File: src/rtl/vga_sync_gen_if.sv
// Sync/timing bundle produced by vga_sync_gen; master drives, slave observes.
interface vga_sync_gen_if;
  logic       hsync;
  logic       vsync;
  logic       video_on;
  logic       p_tick;
  logic       frame_tick;
  logic [9:0] pix_x;
  logic [9:0] pix_y;

  modport master (
    output hsync, vsync, video_on, p_tick, frame_tick, pix_x, pix_y
  );

  modport slave (
    input hsync, vsync, video_on, p_tick, frame_tick, pix_x, pix_y
  );
endinterface

File: src/rtl/vga_sync_gen.sv
// VGA raster timing generator: /4 pixel strobe, h/v counters and registered sync/blank.
// Defaults give 640x480 with 800x525 totals; geometry is parameterised.
module vga_sync_gen #(
  parameter int unsigned HVisible = 640,
  parameter int unsigned HFront   = 16,
  parameter int unsigned HSync    = 96,
  parameter int unsigned HBack    = 48,
  parameter int unsigned VVisible = 480,
  parameter int unsigned VFront   = 10,
  parameter int unsigned VSync    = 2,
  parameter int unsigned VBack    = 33
) (
  input  logic           clk,
  input  logic           reset,
  vga_sync_gen_if.master vga
);

  localparam logic [9:0] HMax       = 10'(HVisible + HFront + HSync + HBack - 1);
  localparam logic [9:0] VMax       = 10'(VVisible + VFront + VSync + VBack - 1);
  localparam logic [9:0] HVisEnd    = 10'(HVisible);
  localparam logic [9:0] VVisEnd    = 10'(VVisible);
  localparam logic [9:0] HSyncStart = 10'(HVisible + HFront);
  localparam logic [9:0] HSyncEnd   = 10'(HVisible + HFront + HSync);
  localparam logic [9:0] VSyncStart = 10'(VVisible + VFront);
  localparam logic [9:0] VSyncEnd   = 10'(VVisible + VFront + VSync);

  logic [1:0] q_q, q_d;
  logic [9:0] h_q, h_d;
  logic [9:0] v_q, v_d;
  logic       hsync_q, vsync_q, video_on_q, frame_tick_q;
  logic       tick;
  logic       h_wrap;
  logic       v_wrap;

  assign tick   = (q_q == 2'd3);
  assign h_wrap = (h_q == HMax);
  assign v_wrap = (v_q == VMax);

  always_comb begin
    q_d = q_q + 2'd1;
    h_d = h_q;
    v_d = v_q;
    if (tick) begin
      if (h_wrap) begin
        h_d = '0;
        v_d = v_wrap ? '0 : v_q + 10'd1;
      end else begin
        h_d = h_q + 10'd1;
      end
    end
  end

  // Sync/blank flops decode the next-state counters so they line up with pix_x/pix_y.
  always_ff @(posedge clk) begin
    if (reset) begin
      q_q          <= '0;
      h_q          <= '0;
      v_q          <= '0;
      hsync_q      <= 1'b1;
      vsync_q      <= 1'b1;
      video_on_q   <= 1'b0;
      frame_tick_q <= 1'b0;
    end else begin
      q_q          <= q_d;
      h_q          <= h_d;
      v_q          <= v_d;
      hsync_q      <= !((h_d >= HSyncStart) && (h_d < HSyncEnd));
      vsync_q      <= !((v_d >= VSyncStart) && (v_d < VSyncEnd));
      video_on_q   <= (h_d < HVisEnd) && (v_d < VVisEnd);
      frame_tick_q <= tick && h_wrap && v_wrap;
    end
  end

  assign vga.p_tick     = tick;
  assign vga.pix_x      = h_q;
  assign vga.pix_y      = v_q;
  assign vga.hsync      = hsync_q;
  assign vga.vsync      = vsync_q;
  assign vga.video_on   = video_on_q;
  assign vga.frame_tick = frame_tick_q;

endmodule

File: src/flat_wrapper.sv
// flat-port wrapper written by rule: the top's interface ports become plain ports
module vga_sync_gen_flat 
#(
  parameter int unsigned HVisible = 640,
  parameter int unsigned HFront   = 16,
  parameter int unsigned HSync    = 96,
  parameter int unsigned HBack    = 48,
  parameter int unsigned VVisible = 480,
  parameter int unsigned VFront   = 10,
  parameter int unsigned VSync    = 2,
  parameter int unsigned VBack    = 33
)
  (clk, reset, vga_hsync, vga_vsync, vga_video_on, vga_p_tick, vga_frame_tick, vga_pix_x, vga_pix_y);
  vga_sync_gen_if vga_i ();
  input  logic clk;
  input  logic reset;
  output wire logic [$bits(vga_i.hsync)-1:0] vga_hsync;
  output wire logic [$bits(vga_i.vsync)-1:0] vga_vsync;
  output wire logic [$bits(vga_i.video_on)-1:0] vga_video_on;
  output wire logic [$bits(vga_i.p_tick)-1:0] vga_p_tick;
  output wire logic [$bits(vga_i.frame_tick)-1:0] vga_frame_tick;
  output wire logic [$bits(vga_i.pix_x)-1:0] vga_pix_x;
  output wire logic [$bits(vga_i.pix_y)-1:0] vga_pix_y;
  assign vga_hsync = vga_i.hsync;
  assign vga_vsync = vga_i.vsync;
  assign vga_video_on = vga_i.video_on;
  assign vga_p_tick = vga_i.p_tick;
  assign vga_frame_tick = vga_i.frame_tick;
  assign vga_pix_x = vga_i.pix_x;
  assign vga_pix_y = vga_i.pix_y;
  vga_sync_gen #(.HVisible(HVisible), .HFront(HFront), .HSync(HSync), .HBack(HBack), .VVisible(VVisible), .VFront(VFront), .VSync(VSync), .VBack(VBack)) u_core (.clk(clk), .reset(reset), .vga(vga_i));
endmodule
File: config.mk
export PLATFORM = sky130hd
export DESIGN_NAME = vga_sync_gen_flat
export DESIGN_NICKNAME = d
export VERILOG_FILES = /design/src/rtl/vga_sync_gen_if.sv /design/src/rtl/vga_sync_gen.sv /design/src/flat_wrapper.sv
export SDC_FILE = /design/constraint.sdc
export NUM_CORES = 1
export LEC_CHECK = 0
export ABC_AREA = 1
export CORE_MARGIN = 3
export CORE_UTILIZATION = 30
export DETAILED_ROUTE_END_ITERATION = 10
export PLACE_DENSITY = 0.47
export SKIP_CTS_REPAIR_TIMING = 1
export SYNTH_ARGS = -nofsm -noshare
export SYNTH_HDL_FRONTEND = slang
export SYNTH_SLANG_ARGS = --single-unit
export TNS_END_PERCENT = 5
File: constraint.sdc
create_clock -name clk -period 2 [get_ports clk]
set_clock_uncertainty 0.2 [all_clocks]
set_input_delay 0.6 -clock clk [delete_from_list [all_inputs] [get_ports clk]]
set_output_delay 0.6 -clock clk [all_outputs]
set_load 0.03 [all_outputs]
==> run metrics <==
status complete, no violations; pin count of the biggest net entering global routing 19; mux share of post-synthesis cell area 0; DR vias 1552; Post-Synth XOR/XNOR Area 0.0113; Syn-to-layout area delta 41.7%; H-tree levels 1; I/O Buffers 26; Post-Syn Area 0.00155 mm2; leakage power total 1.28 nW; final slew viol count 0; first-pass GRT wire length 6.94 mm; Max Buffers Root-to-Sink 2; post-synthesis compound-gate area fraction 0.0290; Reg2Reg Depth 12; WP data required 1970 ps; Adder-Cell Fraction of Synth Area 0.0322; clk root buf clkbuf_8; Initial Util 0.321; CP startpoint kind register; FMAX 0.520 GHz; Worst Hold Class reg2reg; FF+latch count, synth 26; final hold violation count 0; vias in the first global route 1504; # DRC 0; RSZ-0062 raised after global routing yes; Die ar. 0.00608 mm2; Least-Margin Pin Slew 324 ps; Routed Antenna Nets 0; Post-Syn Nets 244; Worst Setup Path Type reg2reg; Top Layer Used met4; io pins 27; Clock Latency Late Sink 280 ps; share of layout cells above drive strength 1 0.230; Post-synth ARST share 0; TritonCTS clock tree yes; Final Power 948 uW; DIE HEIGHT 78.0 um; Slowest-stage cell, CP dfxtp_2; hold depth 1; Peak VDD IR 0.242 mV; Max transition margin 0.784; final worst path period need 1920 ps; Synth Area in Simple Gates 0.481; Final WS setup 78.5 ps; sequential cell area fraction in the yosys report 0.335; # fillers 521; Critical Path, Cell by Cell ha_2 -> nand2_1 -> clkinv_2 -> nand3_4 -> nor2_4 -> buf_12 -> nand2_1 -> nand2_2 -> nor2_2 -> nand3_1 -> nor2_2 -> nand3_1; Critical Path Max Stage Delay 340 ps; Post-DP HPWL 3.25 mm; Post-Syn Instances 238; First-pass DRT Iterations 4; global route total overflow 0; Setup violations, final 0; power density over cell area 430 mW/mm2; Netlist cell types 30; Post-Place Cells 350; crit path capture type register; placed cell areas 0.00204 mm2; Worst-path clk slew 100 ps; Post-synth EDFFs 0; multi-input combinational cell area 907 um2; DR WL met2 1.64 mm; GPL Wtd Cong 0.828; top_reg_cell synth dfxtp_1; Die W 78.0 um; number of cell rows 25; via-per-instance ratio 4.38; Synth Area per Inst 6.53 um2; DRT met1 WL 2.26 mm; Seq. cell area 524 um2; DRT Wirelength 4.08 mm; WP data arrival 1890 ps; final std cells w/o fill 354; met3 WL 167 um; largest family of logic cells by synthesized area simple AND/OR/NAND/NOR gates; number of buffers created by CTS 3; Synth Warn # 0; initial antenna violation count 0; total of max-cap violations 0; antenna cells 0; DRT iter0 DRCs 78; total core area 0.00485 mm2; crit share post-route 0.961; crit-path max FO 10; GRT Util Overall 0.140; Nets 294; hold_ws 245 ps; fin area 0.00220 mm2; Sink Count 26; Setup Slack @ Placement -29.6 ps; wire per inst 11.5 um
state kept, by name, indices dropped and copies added, names as in the netlist:
register / flops
u_core.q_q: 2
u_core.vga.hsync: 1
u_core.vga.video_on: 1
u_core.vga.vsync: 1
u_core.vga.frame_tick: 1
u_core.vga.pix_x: 10
u_core.vga.pix_y: 10
cells in the mapped netlist, types with 3 or more instances:
cell type | instances | share of area
ha_1 | 4 | 0.032
nor2_4 | 3 | 0.022
nand2_1 | 58 | 0.14
nand4_1 | 6 | 0.024
nand2_2 | 5 | 0.020
nand3_1 | 22 | 0.071
nor2_1 | 47 | 0.11
dfxtp_1 | 26 | 0.33
nor3_1 | 6 | 0.019
inv_1 | 33 | 0.080
path summary, 6_finish.rpt:
path / from / endpoint / slack, ps
min: u_core.q_q[0]$_SDFF_PP0_ / u_core.q_q[0]$_SDFF_PP0_ / 250
min reg2reg: u_core.q_q[0]$_SDFF_PP0_ / u_core.q_q[0]$_SDFF_PP0_ / 250
max: u_core.vga.pix_x[0]$_SDFF_PP0_ / u_core.vga.vsync$_SDFF_PP1_ / 80
max reg2reg: u_core.vga.pix_x[0]$_SDFF_PP0_ / u_core.vga.vsync$_SDFF_PP1_ / 80
power by group:
part | internal, mW | total [mW] | switching [mW]
clock network | 0.176 | 0.358 | 0.182
logic | 0.0247 | 0.0589 | 0.0341
registers | 0.525 | 0.530 | 0.00538
total | 0.726 | 0.948 | 0.222
worst max-delay path, delay by kind of cell (launching register included):
kind	cells	cell delay [ps]
adders and majority gates	1	190
buffers and inverters	2	210
DFF	1	340
and+or+nand+nor	9	860
cells in the final DEF, fill, tap and decap left out, types with 2 or more instances in the layout:
cell type       synthesis  final
nand2_1                58     57
ha_1                    4      2
inv_1                  33     33
o21ai_0                 2      2
nor2_4                  3      3
buf_4                   1     27
clkbuf_8                0      4
inv_2                   2      2
nor3_1                  6      5
nand2_2                 5      6
o21ai_1                 2      2
nand4_1                 6      6
nor3_2                  2      3
nand3_1                22     21
nor2_2                  1      6
nor2_1                 47     42
dlymetal6s2s_1          0     21
nand3_2                 2      3
dfxtp_2                 0      3
a21oi_1                 2      2
dfxtp_1                26     23
kinds of logic after synthesis:
kind of cell | count (synthesis)
and+or+nand+nor | 157
buffers and inverters | 41
DFF | 26
AOI/OAI and AO/OA | 8
adders and majority gates | 4
xor gates and xnor gates | 2
final cells by class:
type	instances	area share
flip-flops and latches	26	0.238
clock buffers	4	0.0250
repair buffers	50	0.225
inverters	36	0.0619
multi-input cells	171	0.412
well taps	67	0.0381
stage by stage:
step / util / setup TNS, ps
after CTS: 0.433 / -2690
after floorplan: - / 0
after global placement: 0.421 / -87.9
final: 0.454 / 0
after detailed placement: 0.421 / -29.6
after global routing: 0.454 / -119
layer usage:
metal,global-route usage,vias up
met5,0,-
met4,0.0367,0
met3,0.0255,2
met2,0.197,31
met1,0.216,683
li1,-,836
No activity file was read; power rests on OpenSTA's default activity.
